<file path="config.mk">
export PLATFORM = sky130hd
export DESIGN_NAME = rr_ram_arbiter
export DESIGN_NICKNAME = d
export VERILOG_FILES = /design/src/rtl/rr_ram_arbiter.sv
export SDC_FILE = /design/constraint.sdc
export NUM_CORES = 1
export LEC_CHECK = 0
export BUFFER_PORTS_ARGS = -buffer_cell sky130_fd_sc_hd__buf_2
export CORE_MARGIN = 3
export CORE_UTILIZATION = 47
export CTS_BUF_LIST = sky130_fd_sc_hd__clkbuf_8
export DETAILED_ROUTE_END_ITERATION = 7
export MAX_ROUTING_LAYER = met4
export PLACE_DENSITY = 0.83
export SETUP_SLACK_MARGIN = 0.15
export SLEW_MARGIN = 25
export SYNTH_ARGS = -nofsm -noshare
export SYNTH_HDL_FRONTEND = slang
export SYNTH_SLANG_ARGS = --single-unit
export TNS_END_PERCENT = 50
</file>
<file path="constraint.sdc">
create_clock -name clk -period 4.72 [get_ports clk]
set_clock_uncertainty 0.2 [all_clocks]
set_input_delay 0.472 -clock clk [delete_from_list [all_inputs] [get_ports clk]]
set_output_delay 0.472 -clock clk [all_outputs]
set_load 0.01 [all_outputs]
</file>
<file path="src/rtl/rr_ram_arbiter.sv">
// Round-robin arbiter sharing one single-port synchronous RAM among NCORES cores.
// One complete read or write per grant, signalled back with a one-cycle done pulse.
module rr_ram_arbiter #(
  parameter int NCORES = 8,
  parameter int AW     = 8,
  parameter int DW     = 8,
  parameter int RD_LAT = 1
) (
  input  logic                 clk,
  input  logic                 rst,
  input  logic [NCORES-1:0]    req,
  input  logic [NCORES-1:0]    we,
  input  logic [NCORES*AW-1:0] addr,
  input  logic [NCORES*DW-1:0] wdata,
  output logic [NCORES-1:0]    gnt,
  output logic [NCORES-1:0]    done,
  output logic [DW-1:0]        rdata,
  output logic                 busy,
  output logic [AW-1:0]        ram_addr,
  output logic [DW-1:0]        ram_din,
  output logic                 ram_wren,
  input  logic [DW-1:0]        ram_q
);

  localparam int IW = $clog2(NCORES);
  localparam int CW = (RD_LAT > 1) ? $clog2(RD_LAT) : 1;

  typedef enum logic [1:0] {
    S_IDLE,
    S_ACCESS,
    S_WAIT,
    S_RESP
  } state_t;

  state_t            state_q, state_d;
  logic [IW-1:0]     ptr_q, ptr_d;
  logic [IW-1:0]     win_q, win_d;
  logic              wr_q, wr_d;
  logic [CW-1:0]     cnt_q, cnt_d;
  logic [NCORES-1:0] gnt_q, gnt_d;
  logic [NCORES-1:0] done_q, done_d;
  logic [DW-1:0]     rdata_q, rdata_d;
  logic [AW-1:0]     raddr_q, raddr_d;
  logic [DW-1:0]     rdin_q, rdin_d;
  logic              rwren_q, rwren_d;
  logic              busy_q, busy_d;

  logic              found;
  logic [IW-1:0]     pick;

  // First requester after the last granted core, wrapping modulo NCORES.
  always_comb begin
    int j;
    logic [IW-1:0] jj;
    found = 1'b0;
    pick  = ptr_q;
    j     = 0;
    jj    = '0;
    for (int k = 1; k <= NCORES; k++) begin
      j = int'(ptr_q) + k;
      if (j >= NCORES) j -= NCORES;
      jj = IW'(j);
      if (!found && req[jj]) begin
        found = 1'b1;
        pick  = jj;
      end
    end
  end

  always_comb begin
    state_d = state_q;
    ptr_d   = ptr_q;
    win_d   = win_q;
    wr_d    = wr_q;
    cnt_d   = cnt_q;
    gnt_d   = '0;
    done_d  = '0;
    rdata_d = rdata_q;
    raddr_d = raddr_q;
    rdin_d  = rdin_q;
    rwren_d = 1'b0;
    unique case (state_q)
      S_IDLE: begin
        if (found) begin
          state_d     = S_ACCESS;
          ptr_d       = pick;
          win_d       = pick;
          wr_d        = we[pick];
          raddr_d     = addr[pick*AW +: AW];
          rdin_d      = wdata[pick*DW +: DW];
          rwren_d     = we[pick];
          gnt_d[pick] = 1'b1;
        end
      end
      S_ACCESS: begin
        state_d = S_WAIT;
        cnt_d   = CW'(RD_LAT - 1);
      end
      S_WAIT: begin
        if (cnt_q == '0) begin
          state_d       = S_RESP;
          done_d[win_q] = 1'b1;
          if (!wr_q) rdata_d = ram_q;
        end else begin
          cnt_d = cnt_q - 1'b1;
        end
      end
      S_RESP: state_d = S_IDLE;
      default: state_d = S_IDLE;
    endcase
    busy_d = (state_d != S_IDLE);
  end

  always_ff @(posedge clk) begin
    if (rst) begin
      state_q <= S_IDLE;
      ptr_q   <= IW'(NCORES - 1);
      win_q   <= '0;
      wr_q    <= 1'b0;
      cnt_q   <= '0;
      gnt_q   <= '0;
      done_q  <= '0;
      rdata_q <= '0;
      raddr_q <= '0;
      rdin_q  <= '0;
      rwren_q <= 1'b0;
      busy_q  <= 1'b0;
    end else begin
      state_q <= state_d;
      ptr_q   <= ptr_d;
      win_q   <= win_d;
      wr_q    <= wr_d;
      cnt_q   <= cnt_d;
      gnt_q   <= gnt_d;
      done_q  <= done_d;
      rdata_q <= rdata_d;
      raddr_q <= raddr_d;
      rdin_q  <= rdin_d;
      rwren_q <= rwren_d;
      busy_q  <= busy_d;
    end
  end

  assign gnt      = gnt_q;
  assign done     = done_q;
  assign rdata    = rdata_q;
  assign busy     = busy_q;
  assign ram_addr = raddr_q;
  assign ram_din  = rdin_q;
  assign ram_wren = rwren_q;

endmodule
</file>
==> summary.md, run 1 <==
| Metric | Value |
|---|---|
| Filler instances | 608 |
| Worst-path clk slew | around 100 ps |
| Detail Placement HPWL | about 9900 µm |
| Crit path max fanout | 52 |
| CP required | 4730 ps |
| Fin area | 4810 µm² |
| Non-Filler Instances | around 650 |
| Row cnt | 31 |
| Lkg Pwr | approximately 0.0023 µW |
| Post-Syn Instances | 358 |
| Total number of vias | approximately 3800 |
| RSZ-0062 raised after global routing | yes |
| DRC errors left | 0 |
| Post-Syn Area per Cell | 10.2 µm² |
| Register area share after synthesis | around 28% |
| Via/cell ratio | between 5 and 6 |
| GR peak layer | met2 |
| Post-route ant nets | 0 |
| Pwr Density | around 910 nW/µm² |
| Share of cells above drive strength 1 | just under 50% |
| Post-CTS setup buffers | 0 |
| Worst hold path depth | 3 |
| Synth area leader | dfxtp_1 |
| Max VDD drop | around 0.00056 V |
| WL/cell | approximately 19 µm |
| Post-layout min period | about 4300 ps |
| Setup Slack @ Placement | a little over 400 ps |
| Reg area | just over 1000 µm² |
| Die X | approximately 94 µm |
| Post_cts resized | 0 |
| Commonest non-fill, non-tap cell in the layout | buf_2 |
| Hold Fails Final Rpt | 0 |
| Clock root buffer master | clkbuf_8 |
| Post-synth EDFFs | 0 |
| Most frequent cells in the layout | buf_2 (195), dfxtp_1 (51), mux2i_1 (50) |
| Vias in the first global route | between 3000 and 4000 |
| Multi-input logic area | roughly 2500 µm² |
| Max Cap Viol | 0 |
| Die height | around 94 µm |
| TNS Setup | 0 ps |
| Synth area leaders | dfxtp_1 (28%), mux4_2 (20%), mux2i_1 (14%) |
| Routing usage on met1 | around a third |
| Clk_lat worst skew | a little over 300 ps |
| Crit share post-route | between 90% and 100% |
| Rel. slew slack | between 30% and 40% |
| Critical path endpoint category | register |
| Gpl congestion | between 0.9 and 1 |
| Initial DRC Count | between 150 and 200 |
| Dpl cells | approximately 640 |
| Number of I/O port buffers | 195 |
| Initial antenna violation count | 2 |
| Final setup vio count | 0 |
| Synth unique cells | 59 |
| Layout Nets | 704 |
| Max Slew Vio Count | 0 |
| #FFs+latches synth | slightly above 50 |
| Synthesis Warnings | 0 |
| Status | completed |
| CP Class | register to register |
| Total wire length | around 12000 µm |
| Measured slew at the worst slew-check pin | about 1000 ps |
| Initial core utilization | between 40% and 50% |
| CP startpoint kind | register |
| CTS H-tree lvls | 2 |
| Worst Slack Setup Final | around 400 ps |
| Syn nets | 516 |
| Area growth, synth to finish | 32.0% |
| R2R depth | 12 |
| Largest net degree at the start of global routing | 53 |
| Share of flip-flops with an asynchronous set or reset | 0% |
| Met3 Usage GRT | between 5 and 6% |
| Placed Area | between 4000 and 5000 µm² |
| Main flop type after synthesis | dfxtp_1 |
| Worst path arrival time | 4330 ps |
| Clock Path Buffers | 2 |
| Core area | about 7400 µm² |
| Netlist Area Pre-Place | approximately 3600 µm² |
| Total GRT Usage | a little over a quarter |
| TritonCTS clock tree | done |
| First-pass GRT wire length | between 15000 and 20000 µm |
| Cts bufs inserted | 5 |
| # IOs | 196 |
| GR Overflow Total | 0 |
| Hold Buf Count CTS | 0 |
| Highest clock rate | roughly 230 MHz |
| Clock sinks | 51 |
| Total power | between 4000 and 5000 µW |
| First-pass detailed-route iteration total | 5 |
| GR Util met2 | a little over two fifths |
| Min-Delay Path Class | input port to register |
| Top cell type's share of synthesized area | between 20 and 30% |
| Die area | 8850 µm² |
==> stage by stage <==
step | hold WS [ps] | utilization [%]
global placement | 221 | 63.8
CTS | 188 | 65.1
detailed placement | 226 | 63.8
global route | 189 | 65.3
floorplan | 256 | -
finish | 195 | 65.3
==> per-layer routing <==
layer	part of all wire [%]	vias up
li1	-	1754
met1	39	1774
met5	0	-
met3	9.2	33
met2	49	207
met4	3.3	0
==> Yosys cell counts, drive strengths merged (2+ instances only) <==
master	instances
o211ai	2
nor3	7
dfxtp	51
and3	3
o21ai	14
nand2	36
mux4	33
a22oi	17
and2	3
or3	4
a211o	3
clkbuf	4
a32o	5
nand2b	3
mux2	9
o21a	2
nor2	30
xnor2	5
mux2i	50
a32oi	2
a221o	2
inv	8
nand3	8
a21oi	10
nor2b	2
ha	4
buf	19
or2	2
==> cell type report <==
type                    instances  share of cell area, %
inverters                       9                  0.702
clock inverters                 3                  0.494
well taps                      99                   2.57
flip-flops and latches         51                   21.2
diodes                          2                  0.104
clock buffers                   5                   1.43
multi-input cells             275                   51.8
repair buffers                204                   21.7
==> cells by family (layout without fill, tap and decap cells) <==
family	Yosys count	after routing	share of synthesized area, %
multiplexers	92	92	37.0
other	0	2	0
XOR/XNOR	6	6	1.65
flip-flops	51	51	28.0
AO/OA/AOI/OAI	71	71	14.7
adder cells (fa/ha/maj)	4	4	1.37
buffers and inverters	32	221	4.57
AND/OR/NAND/NOR	102	102	12.7
==> state kept, by name, indices dropped and copies added, names as in the netlist <==
signal / count
gnt: 8
ram_addr: 8
ram_wren: 1
ram_din: 8
state_q: 2
busy: 1
rdata: 8
wr_q: 1
win_q: 3
done: 8
ptr_q: 3
==> critical path, cell delays in order, from the launching register on <==
cell     delay [ps]
dfxtp_1         340
inv_1            60
ha_1            540
mux2_1          420
mux2_4          280
o22a_4          250
mux2_2          270
o311a_1         330
o21ai_4         200
buf_4           600
mux4_2          400
a22oi_1         220
nand2_1          90
==> power by group <==
group / internal [µW] / switching (µW) / total (µW)
logic: 1690 / 1770 / 3470
registers: 566 / 77.1 / 643
clock network: 106 / 156 / 263
total: 2360 / 2010 / 4370
==> worst paths after layout <==
path	startpoint	to	slack, ps
hold reg to reg	ram_addr[5]$_SDFFE_PP0P_	ram_addr[5]$_SDFFE_PP0P_	240
hold / removal	ram_q[5]	rdata[5]$_SDFFE_PP0P_	200
setup reg to reg	ptr_q[0]$_SDFFE_PP1P_	ram_din[4]$_SDFFE_PP0P_	400
setup / recovery	ptr_q[0]$_SDFFE_PP1P_	ram_din[4]$_SDFFE_PP0P_	400
No activity file was read; power rests on OpenSTA's default activity.
==> run 2, diff against run 1 <==
- REMOVE_ABC_BUFFERS: unset -> 1
==> summary.md, run 2 (synthesized netlist as in run 1, its figures left out) <==
| Metric | Value |
|---|---|
| Worst path arrival time | 4200 ps (was 4330 ps) |
| Die height | 94.1 µm (unchanged) |
| Total number of vias | 3769 (was 3768) |
| Initial antenna violation count | 0 (was 2) |
| Via/cell ratio | 5.84 (was 5.81) |
| Placed Area | 4710 µm² (was 4700 µm²) |
| Internal power | 2380 µW (was 2360 µW) |
| DRC errors left | 0 (unchanged) |
| Clock sinks | 51 (unchanged) |
| Clock root buffer master | clkbuf_8 (unchanged) |
| Cts bufs inserted | 5 (unchanged) |
| Vias in the first global route | 3836 (was 3645) |
| Total GRT Usage | 26.3% (was 27.2%) |
| Largest net degree at the start of global routing | 55 (was 53) |
| Number of I/O port buffers | 195 (unchanged) |
| Clk_lat worst skew | 310 ps (about the same) |
| First-pass GRT wire length | 18100 µm (about the same) |
| CTS H-tree lvls | 2 (unchanged) |
| Hold_ws | 199 ps (was 195 ps) |
| Detail Placement HPWL | 9470 µm (was 9910 µm) |
| Highest clock rate | 238 MHz (was 231 MHz) |
| Gpl congestion | 0.919 (was 0.963) |
| Inserted Diodes | 0 (was 2) |
| Core area | 7370 µm² (unchanged) |
| First-pass detailed-route iteration total | 4 (was 5) |
| Crit share post-route | 89.0% (was 91.5%) |
| Reg-to-Reg Start | ptr_q[0]$_SDFFE_PP1P_ (unchanged) |
| Final Util | 65.2% (was 65.3%) |
| Status | completed (unchanged) |
| Post-layout min period | 4200 ps (was 4320 ps) |
| Initial core utilization | 49.5% (unchanged) |
| Reg area | 1020 µm² (unchanged) |
| Die X | 94.1 µm (unchanged) |
| Filler instances | 629 (was 608) |
| Min-Delay Path Class | input port to register (unchanged) |
| Max VDD drop | 0.000730 V (was 0.000560 V) |
| Final setup vio count | 0 (unchanged) |
| GR Overflow Total | 0 (unchanged) |
| TNS Setup | 0 ps (unchanged) |
| CP startpoint | ptr_q[0]$_SDFFE_PP1P_ (unchanged) |
| HP Start | ram_q[3] (was ram_q[5]) |
| Worst hold path depth | 3 (unchanged) |
| Rel. slew slack | 40.7% (was 33.3%) |
| RSZ-0062 raised after global routing | no (was yes) |
| Measured slew at the worst slew-check pin | 887 ps (was 999 ps) |
| Clock Path Buffers | 2 (unchanged) |
| Commonest non-fill, non-tap cell in the layout | buf_2 (unchanged) |
| Sw Ratio | 46.4% (was 45.9%) |
| Sw Pwr | 2060 µW (was 2010 µW) |
| Worst-path clk slew | 100 ps (about the same) |
| Hold Buf Count CTS | 0 (unchanged) |
| Crit path max fanout | 20 (was 52) |
| TritonCTS clock tree | done (unchanged) |
| Reg-to-reg slack, setup | 520 ps (was 400 ps) |
| R2r endpoint | ram_din[3]$_SDFFE_PP0P_ (was ram_din[4]$_SDFFE_PP0P_) |
| CP Class | register to register (unchanged) |
| CP startpoint kind | register (unchanged) |
| Max Cap Viol | 0 (unchanged) |
| Share of cells above drive strength 1 | 48.4% (about the same) |
| Logic pwr share | 79.9% (was 79.3%) |
| Critical path endpoint category | register (unchanged) |
| Layout Nets | 703 (was 704) |
| Hold Fails Final Rpt | 0 (unchanged) |
| Die area | 8850 µm² (unchanged) |
| Fin area | 4810 µm² (about the same) |
| Multi-input logic area | 2490 µm² (about the same) |
| Lkg Pwr | 0.00233 µW (was 0.00234 µW) |
| Total wire length | 11700 µm (was 12300 µm) |
| R2R depth | 12 (unchanged) |
| Setup Slack @ Placement | 535 ps (was 403 ps) |
| Area growth, synth to finish | 31.9% (was 32.0%) |
| CP required | 4720 ps (was 4730 ps) |
| # IOs | 196 (unchanged) |
| WL/cell | 18.1 µm (was 19.0 µm) |
| Max Slew Vio Count | 0 (unchanged) |
| Pwr Density | 922 nW/µm² (was 908 nW/µm²) |
| Worst Slack Setup Final | 519 ps (was 399 ps) |
| Clk network pwr share | 5.7% (was 6.0%) |
| Most frequent cells in the layout | buf_2 (195), dfxtp_1 (51), mux2i_1 (50) (unchanged) |
| Row cnt | 31 (unchanged) |
| Post-route ant nets | 0 (unchanged) |
| Min-Delay Endpoint | rdata[3]$_SDFFE_PP0P_ (was rdata[5]$_SDFFE_PP0P_) |
| Sequential Power Share | 14.3% (was 14.7%) |
| Initial DRC Count | 209 (was 198) |
## run 2: changes by cell type in the layout (fill, tap and decap cells not counted), sizes merged
cell,before,now
diode,2,0
buf,204,203
## run 2: metal layers
layer / vias up / track usage, % / share of wire (%)
li1: 1746 / - / -
met1: 1788 / 32.1 / 38
met2: 205 / 44.8 / 51
met3: 30 / 4.81 / 8.3
met4: 0 / 7.22 / 2.1
met5: - / - / 0
## run 2: worst max path at each step
stage / to / depth (start not counted)
detailed placement: ram_din[0]$_SDFFE_PP0P_ / 12
CTS: wr_q$_SDFFE_PP0P_ / 11
global placement: ram_din[0]$_SDFFE_PP0P_ / 12
global route: ram_din[3]$_SDFFE_PP0P_ / 13
finish: ram_din[3]$_SDFFE_PP0P_ / 12
floorplan: wr_q$_SDFFE_PP0P_ / 11
## run 2: per-stage QoR
step,power [µW],instances
after floorplan,3130,335
after global placement,4080,637
after detailed placement,4160,637
after CTS,4420,645
after global routing,4760,645
final,4430,645
## run 2: layout make-up
type                            instances  share of cell area, %
Clock inverter                          3                  0.494
Timing Repair Buffer                  203                   21.8
Clock buffer                            5                   1.43
Multi-Input combinational cell        275                   51.8
Tap cell                               99                   2.58
Sequential cell                        51                   21.2
Inverter                                9                  0.703
## run 2: critical path: stages (launching register included)
cell	delay, ps
dfxtp_1	340
inv_1	60
ha_1	580
mux2_2	420
mux2_4	290
o22a_4	260
a211o_1	310
a21oi_2	240
xnor2_2	150
buf_4	370
mux4_2	560
a22oi_1	240
nand2_1	90
## run 2: power groups by stage
stage                     clock, µW  sequential [µW]  combinational [µW]
after floorplan                   0              711                2420
after global routing            274              648                3840
after detailed placement          0              644                3510
after CTS                       259              636                3530
final                           255              636                3540
after global placement            0              636                3440
## run 2: what timing repair did
item / 4_1_cts / 5_1_grt
setup buffers: 0 / 0
gates resized for setup: 0 / 1
endpoints found under the setup margin: 0 / 2
==> run 3, diff against run 2 <==
- CORE_MARGIN: 3 -> unset
==> summary.md, run 3 (synthesized netlist as in run 1, its figures left out) <==
| Metric | Value |
|---|---|
| # IOs | 196 (unchanged) |
| Hold Fails Final Rpt | 0 (unchanged) |
| Vias in the first global route | 3774 (was 3836) |
| Initial antenna violation count | 3 (was 0) |
| Status | completed (unchanged) |
| TritonCTS clock tree | done (unchanged) |
| Detail Placement HPWL | 9040 µm (was 9470 µm) |
| Filler instances | 614 (was 629) |
| Die X | 90.1 µm (was 94.1 µm) |
| WL/cell | 17.8 µm (was 18.1 µm) |
| Pwr Density | 923 nW/µm² (was 922 nW/µm²) |
| Min-Delay Path Class | input port to register (unchanged) |
| Clock root buffer master | clkbuf_8 (unchanged) |
| Total power | 4480 µW (was 4430 µW) |
| DRC errors left | 0 (unchanged) |
| CP startpoint kind | register (unchanged) |
| CP Class | register to register (unchanged) |
| Worst hold path depth | 3 (unchanged) |
| Reg area | 1020 µm² (unchanged) |
| Rel. slew slack | 43.8% (was 40.7%) |
| Initial core utilization | 49.5% (unchanged) |
| Crit path max fanout | 30 (was 20) |
| Area growth, synth to finish | 33.3% (was 31.9%) |
| Reg-to-reg slack, setup | 530 ps (was 520 ps) |
| Number of I/O port buffers | 195 (unchanged) |
| Total GRT Usage | 29.0% (was 26.3%) |
| Gpl congestion | 0.937 (was 0.919) |
| Layout Nets | 704 (was 703) |
| Met1 Wirelength | 4650 µm (was 4460 µm) |
| First-pass detailed-route iteration total | 6 (was 4) |
| Post_cts resized | 0 (unchanged) |
| RSZ-0062 raised after global routing | no (unchanged) |
| Clk_lat worst skew | 320 ps (was 310 ps) |
| Share of cells above drive strength 1 | 48.4% (about the same) |
| Met3 routed WL | 866 µm (was 964 µm) |
| Largest net degree at the start of global routing | 48 (was 55) |
| Final setup vio count | 0 (unchanged) |
| Min-Delay Endpoint | rdata[7]$_SDFFE_PP0P_ (was rdata[3]$_SDFFE_PP0P_) |
| R2R depth | 12 (unchanged) |
| R2r endpoint | ram_addr[5]$_SDFFE_PP0P_ (was ram_din[3]$_SDFFE_PP0P_) |
| Worst path arrival time | 4190 ps (was 4200 ps) |
| Post-route ant nets | 0 (unchanged) |
| Clock Path Buffers | 2 (unchanged) |
| Die area | 8110 µm² (was 8850 µm²) |
| Commonest non-fill, non-tap cell in the layout | buf_2 (unchanged) |
| Most frequent cells in the layout | buf_2 (195), dfxtp_1 (51), mux2i_1 (50) (unchanged) |
| CP required | 4720 ps (about the same) |
| CTS H-tree lvls | 2 (unchanged) |
| Die height | 90.1 µm (was 94.1 µm) |
| Core area | 7370 µm² (unchanged) |
| Hold Buf Count CTS | 0 (unchanged) |
| Post-layout min period | 4190 ps (was 4200 ps) |
| Highest clock rate | 239 MHz (was 238 MHz) |
| Total wire length | 11600 µm (was 11700 µm) |
| Critical path endpoint category | register (unchanged) |
| Measured slew at the worst slew-check pin | 841 ps (was 887 ps) |
| Max Cap Viol | 0 (unchanged) |
| Post-CTS setup buffers | 0 (unchanged) |
| Reg-to-Reg Start | ptr_q[0]$_SDFFE_PP1P_ (unchanged) |
| Hold_ws | 189 ps (was 199 ps) |
| Worst-path clk slew | 100 ps (about the same) |
| Crit share post-route | 88.7% (was 89.0%) |
| Cts bufs inserted | 5 (unchanged) |
| Top sig layer | met4 (unchanged) |
| Lkg Pwr | 0.00236 µW (was 0.00233 µW) |
| Total number of vias | 3756 (was 3769) |
| Initial DRC Count | 208 (was 209) |
| Max VDD drop | 0.000587 V (was 0.000730 V) |
| Max Slew Vio Count | 0 (unchanged) |
| Final Util | 65.9% (was 65.2%) |
| Routed met2 length | 5770 µm (was 6000 µm) |
| Clock sinks | 51 (unchanged) |
| GR Overflow Total | 0 (unchanged) |
| HP Start | ram_q[7] (was ram_q[3]) |
| First-pass GRT wire length | 18300 µm (was 18100 µm) |
| Row cnt | 31 (unchanged) |
| Via/cell ratio | 5.79 (was 5.84) |
| Multi-input logic area | 2480 µm² (was 2490 µm²) |
## run 3: changes by cell type in the layout (fill, tap and decap cells not counted), sizes merged
cell and delta:
diode +3, bufinv +2, buf +1, inv -1, clkinvlp -1
## run 3: worst max-delay path by stage
| stage | from | end | slack [ps] | cells after the start |
|---|---|---|---|---|
| final | ptr_q[0]$_SDFFE_PP1P_ | ram_addr[5]$_SDFFE_PP0P_ | 530 | 12 |
| after global routing | ptr_q[0]$_SDFFE_PP1P_ | ram_addr[5]$_SDFFE_PP0P_ | 270 | 13 |
| after CTS | ptr_q[0]$_SDFFE_PP1P_ | ram_addr[5]$_SDFFE_PP0P_ | 510 | 12 |
| after global placement | ptr_q[0]$_SDFFE_PP1P_ | ram_din[5]$_SDFFE_PP0P_ | 690 | 12 |
| after floorplan | ptr_q[0]$_SDFFE_PP1P_ | wr_q$_SDFFE_PP0P_ | -2410 | 11 |
| after detailed placement | ptr_q[0]$_SDFFE_PP1P_ | ram_addr[5]$_SDFFE_PP0P_ | 530 | 12 |
## run 3: metal layers
layer / vias to the layer above / track usage (%)
met4: 0 / 10.1
met2: 193 / 47.5
met3: 27 / 6.43
li1: 1757 / -
met5: - / -
met1: 1779 / 35.3
## run 3: worst max-delay path, cell delays in order, from the launching register on
cell     delay [ps]
dfxtp_1         340
inv_1            60
ha_1            500
mux2_2          420
mux2_4          290
o22a_4          260
a211o_1         300
a21oi_2         250
xnor2_2         140
buf_4           440
mux4_2          570
a22oi_1         210
nand2_1          90
## run 3: stage by stage
| stage | area [µm²] | TNS, ps | setup WS [ps] | std cells |
|---|---|---|---|---|
| 5_1_grt | 4860 | 0 | 274 | 649 |
| 4_1_cts | 4850 | 0 | 511 | 646 |
| 3_3_place_gp | 4720 | 0 | 687 | 638 |
| 2_1_floorplan | 3510 | -61250 | -2410 | 335 |
| 3_5_place_dp | 4720 | 0 | 529 | 638 |
| 6_report | 4860 | 0 | 531 | 649 |
## run 3: power by group
| group | internal, µW | total, µW | switching [µW] |
|---|---|---|---|
| Combinational | 1690 | 3490 | 1800 |
| Clock | 211 | 364 | 152 |
| Sequential | 566 | 632 | 66.9 |
| Total | 2470 | 4480 | 2020 |
## run 3: area by class of cell
| class | count | share of cell area (%) |
|---|---|---|
| multi-input cells | 275 | 51.1 |
| repair buffers | 204 | 21.7 |
| diodes | 3 | 0.154 |
| well taps | 99 | 2.55 |
| clock buffers | 5 | 1.42 |
| inverters | 9 | 0.695 |
| clock inverters | 3 | 1.39 |
| flip-flops and latches | 51 | 21.0 |
